[src/rtl/imem_loader.sv]
`default_nettype none
// imem_loader: packs a byte stream into 32-bit little-endian words and writes them into
// instruction memory while holding the core. Optional checksum trailer: IMEM_LOADER_CKSUM_EN.
module imem_loader #(
  parameter int unsigned DEPTH_WORDS = 256,
  parameter logic [31:0] BASE_ADDR   = 32'h0000_0000
) (
  input  logic                         clk,
  input  logic                         rst_n,
  input  logic                         start,
  input  logic                         s_valid,
  input  logic [7:0]                   s_data,
  input  logic                         s_last,
  output logic                         s_ready,
  output logic                         imem_we,
  output logic [31:0]                  imem_addr,
  output logic [31:0]                  imem_wdata,
  output logic                         core_hold,
  output logic                         done,
  output logic                         error,
  output logic [$clog2(DEPTH_WORDS):0] words_loaded
`ifdef IMEM_LOADER_CKSUM_EN
  ,
  output logic [7:0]                   cksum_calc
`endif
);

  localparam int unsigned CW = $clog2(DEPTH_WORDS) + 1;

  localparam logic [2:0] ST_IDLE  = 3'd0;
  localparam logic [2:0] ST_LOAD  = 3'd1;
  localparam logic [2:0] ST_WRITE = 3'd2;
  localparam logic [2:0] ST_DONE  = 3'd3;
  localparam logic [2:0] ST_ERR   = 3'd4;

  logic [2:0]  state;
  logic [1:0]  idx;
  logic [31:0] buffer;
  logic        last_word;
  logic        full;
  logic        overflow;
  logic [31:0] merged;
  logic [31:0] next_addr;

  assign full      = (words_loaded == CW'(DEPTH_WORDS));
  assign merged    = buffer | ({24'd0, s_data} << {idx, 3'b000});
  assign next_addr = BASE_ADDR + 32'({words_loaded, 2'b00});

  assign s_ready   = (state == ST_LOAD);
  assign imem_we   = (state == ST_WRITE);
  assign core_hold = (state != ST_DONE);
  assign done      = (state == ST_DONE);
  assign error     = (state == ST_ERR);

`ifdef IMEM_LOADER_CKSUM_EN
  logic [7:0] sum;
  logic       cksum_ok;

  // A checksum trailer arriving on a word boundary writes nothing, so it cannot overflow.
  assign overflow   = full && !(s_last && (idx == 2'd0));
  assign cksum_calc = sum;

  always_ff @(posedge clk or negedge rst_n) begin
    if (!rst_n) begin
      sum <= 8'd0;
    end else if ((state == ST_IDLE || state == ST_DONE || state == ST_ERR) && start) begin
      sum <= 8'd0;
    end else if (state == ST_LOAD && s_valid && !overflow && !s_last) begin
      sum <= sum + s_data;
    end
  end
`else
  assign overflow = full;
`endif

  always_ff @(posedge clk or negedge rst_n) begin
    if (!rst_n) begin
      state        <= ST_IDLE;
      idx          <= 2'd0;
      buffer       <= 32'd0;
      last_word    <= 1'b0;
      imem_addr    <= BASE_ADDR;
      imem_wdata   <= 32'd0;
      words_loaded <= '0;
`ifdef IMEM_LOADER_CKSUM_EN
      cksum_ok     <= 1'b0;
`endif
    end else begin
      case (state)
        ST_IDLE, ST_DONE, ST_ERR: begin
          if (start) begin
            state        <= ST_LOAD;
            idx          <= 2'd0;
            buffer       <= 32'd0;
            last_word    <= 1'b0;
            words_loaded <= '0;
`ifdef IMEM_LOADER_CKSUM_EN
            cksum_ok     <= 1'b0;
`endif
          end
        end
        ST_LOAD: begin
          if (s_valid) begin
            if (overflow) begin
              state <= ST_ERR;
            end
`ifdef IMEM_LOADER_CKSUM_EN
            else if (s_last) begin
              cksum_ok <= (s_data == sum);
              if (idx != 2'd0) begin
                imem_addr  <= next_addr;
                imem_wdata <= buffer;
                last_word  <= 1'b1;
                state      <= ST_WRITE;
              end else begin
                state <= (s_data == sum) ? ST_DONE : ST_ERR;
              end
            end
`endif
            else if (s_last || idx == 2'd3) begin
              imem_addr  <= next_addr;
              imem_wdata <= merged;
              last_word  <= s_last;
              state      <= ST_WRITE;
            end else begin
              buffer <= merged;
              idx    <= idx + 2'd1;
            end
          end
        end
        ST_WRITE: begin
          words_loaded <= words_loaded + CW'(1);
          buffer       <= 32'd0;
          idx          <= 2'd0;
          if (!last_word) begin
            state <= ST_LOAD;
          end else begin
`ifdef IMEM_LOADER_CKSUM_EN
            state <= cksum_ok ? ST_DONE : ST_ERR;
`else
            state <= ST_DONE;
`endif
          end
        end
        default: state <= ST_IDLE;
      endcase
    end
  end

endmodule
`default_nettype wire
[config.mk]
export PLATFORM = sky130hd
export DESIGN_NAME = imem_loader
export DESIGN_NICKNAME = d
export VERILOG_FILES = /design/src/rtl/imem_loader.sv
export SDC_FILE = /design/constraint.sdc
export NUM_CORES = 1
export LEC_CHECK = 0
export BUFFER_PORTS_ARGS = -buffer_cell sky130_fd_sc_hd__clkbuf_2
export CAP_MARGIN = 10
export CORE_UTILIZATION = 28
export DETAILED_ROUTE_END_ITERATION = 6
export SYNTH_ARGS = -nofsm -noshare
export SYNTH_HDL_FRONTEND = slang
export SYNTH_SLANG_ARGS = --single-unit
[constraint.sdc]
create_clock -name clk -period 2.8 [get_ports clk]
set_clock_uncertainty 0.15 [all_clocks]
set_input_delay 0.14 -clock clk [delete_from_list [all_inputs] [get_ports clk]]
set_output_delay 0.14 -clock clk [all_outputs]
set_load 0.02 [all_outputs]
==> impl_metrics.tcl <==
set metrics [dict create \
    via_per_inst 4.54 \
    clock_power_share_pct 22.6 \
    gp_congestion 0.788 \
    synth_flop_cell "dfrtp_1" \
    ys_ff_latch 88 \
    drt-total-wl_um 9390 \
    synth_top_cell_area_share_pct 53.3 \
    die_y_um 123 \
    ys_types 48 \
    crit_required_ns 2.91 \
    cts_resized 0 \
    hold_violations 0 \
    instances_no_fill 644 \
    core_um2 14500 \
    cp.arrival_ns 2.56 \
    ios 91 \
    crit_type "register to register" \
    yosysSeqAreaShare_pct 53.3 \
    yosysMostFrequentCell "dfrtp_1" \
    synth-edff-count 0 \
    path_clk_slew_ns 0.06 \
    netlist_area_um2 4130 \
    relSlewSlack_pct 47.6 \
    cts_max_level 3 \
    dr.pass1.iters 4 \
    hold_class "primary input to register" \
    grt_pass1_wl_um 15000 \
    first_iter_violations 164 \
    avgSynthCellArea_um2 10.9 \
    drive_above_1_share_pct 25.4 \
    seqPwrFrac_pct 37.3 \
    cts_root_buf "clkbuf_16" \
    dp_worst_setup_slack_ns 0.398 \
    num_vias 2921 \
    status "completed" \
    rsz0062_at_grt "no" \
    diodes 0 \
    internal_power_w 0.00319 \
    drc_errors 0 \
    dieArea_um2 15200 \
    start_util_pct 28.5 \
    cts_tree "yes" \
    setup_tns_ns 0 \
    clk_latency_ns 0.34 \
    wl_per_cell_um 14.6 \
    syn2layout_area_growth_pct 19.6 \
    numCtsBuffers 9 \
    finalCritPeriodShare_pct 87.4 \
    grt_max_degree 89 \
    place_hpwl_um 6410 \
    end_kind "register" \
    tightest_slew_ns 0.785 \
    clockBufferDepth 2 \
    synth_cells 378 \
    synthTopCellsByArea "dfrtp_1, mux2i_1, a21oi_1, buf_4, inv_1" \
    swShare_pct 40.0 \
    overflow 0 \
    p_switching_w 0.00213 \
    maxCapViolations 0 \
    nets 473 \
    grt_pass1_vias 2969 \
    ys_warn_count 0 \
    p_per_area_nw_per_um2 1080 \
    synthArstFlopShare_pct 100 \
    slew_violations 0 \
    grtUsageTotal_pct 13.0 \
    synthTopCellsByCount "dfrtp_1, inv_1, nand2_1" \
    crit_path_start_kind "register" \
    comb_power_share_pct 40.1 \
    yosys.area.top_type "dfrtp_1" \
    dp_cells 620 \
    port_buffers 67 \
    min_period_ns 2.45 \
    antenna_found_initial 0 \
    setup_slack_ns 0.353 \
    p_leak_nw 2.36 \
    peakVddDrop_mv 0.515 \
    setup_viol 0 \
    cts_num_sinks 88 \
    die_width_um 123 \
    cp_max_fo 14 \
    rows 44 \
    route.antenna.remaining_nets 0 \
    max_freq_mhz 409 \
]
## layout by cell type, fill, tap and decap left out, types with 6 or more instances in the layout
cell type / count
nand3_1: 7
clkbuf_2: 66
dfrtp_1: 88
nand2_1: 38
buf_4: 7
a21oi_1: 37
conb_1: 23
dlygate4sd3_1: 10
o21ai_0: 27
clkbuf_16: 9
a22o_2: 8
mux2_4: 6
mux2i_1: 33
nor2_1: 8
inv_1: 39
## layout make-up
| cell class | instances | area, µm² |
|---|---|---|
| clock inverters | 4 | 55.1 |
| repair buffers | 85 | 523 |
| inverters | 39 | 146 |
| flip-flops and latches | 88 | 2200 |
| multi-input cells | 234 | 1540 |
| well taps | 184 | 230 |
| clock buffers | 10 | 239 |
| fillers | 1473 | 9540 |
## power groups by stage
stage / Sequential [W] / Combinational, W / Clock [W]
after floorplan: 0.00225 / 0.00131 / 0
after global placement: 0.00199 / 0.00211 / 0
after detailed placement: 0.00200 / 0.00214 / 0
after CTS: 0.00199 / 0.00217 / 0.00124
after global routing: 0.00205 / 0.00237 / 0.00129
final: 0.00198 / 0.00214 / 0.00120
## flip-flops by register name, summed over array words and instances (netlist names)
register / cells
words_loaded: 9
buffer: 32
state: 3
last_word: 1
imem_addr: 9
idx: 2
imem_wdata: 32
## worst max-delay path, stage by stage (launching register included)
cell	delay, ns
dfrtp_1	0.46
inv_1	0.09
ha_1	0.19
nor4bb_1	0.14
a21boi_1	0.22
and3b_2	0.53
buf_4	0.33
mux2i_1	0.22
## stage by stage
stage | util, % | total power (W) | hold WS (ns) | instance area [µm²]
CTS | 34.1 | 0.00540 | 0.0505 | 4940
detailed placement | 31.4 | 0.00415 | 0.0728 | 4550
global placement | 31.4 | 0.00410 | 0.0660 | 4550
floorplan | - | 0.00356 | -0.306 | 4210
finish | 34.1 | 0.00532 | 0.0524 | 4940
global route | 34.1 | 0.00570 | 0.0965 | 4940
## cell families (layout without fill, tap and decap cells)
kind of cell               count (synthesis)  after routing  share of synthesized area (%)
AOI/OAI and AO/OA                         88             88                           13.1
DFF                                       88             88                           53.3
buffers and inverters                     78            138                           11.4
and+or+nand+nor                           73             73                           8.96
muxes                                     45             45                           11.9
adders and majority gates                  3              3                          0.909
xor gates and xnor gates                   2              2                          0.424
other                                      1             23                         0.0908
## per-layer routing
metal  vias up  GRT usage [%]  part of all wire [%]
li1       1397              -                     -
met1      1434           16.6                    45
met2        81           21.4                    48
met3         9           3.78                   5.5
met4         0           3.46                  0.87
met5         -              0                     0
## timing repair
item / CTS / global route
endpoints found under the hold margin: 101 / 0
buffers inserted: 0 / 0
hold buffers: 10 / 0
## path summary, 6_finish.rpt
| path | slack, ns | start | to | cells past startpoint |
|---|---|---|---|---|
| hold / removal | 0.05 | start | state[2]$_DFFE_PN0P_ | 4 |
| setup reg to reg | 0.35 | words_loaded[0]$_DFFE_PN0P_ | imem_wdata[22]$_DFFE_PN0P_ | 7 |
| hold reg to reg | 0.33 | buffer[18]$_DFFE_PN0P_ | buffer[18]$_DFFE_PN0P_ | 2 |
| min in group asynchronous | 0.21 | rst_n | imem_addr[9]$_DFFE_PN0P_ | 3 |
| setup / recovery | 0.35 | words_loaded[0]$_DFFE_PN0P_ | imem_wdata[22]$_DFFE_PN0P_ | 7 |
| max in group asynchronous | 1.90 | rst_n | imem_wdata[15]$_DFFE_PN0P_ | 3 |
Note: power is estimated with default switching activity, not from simulation.
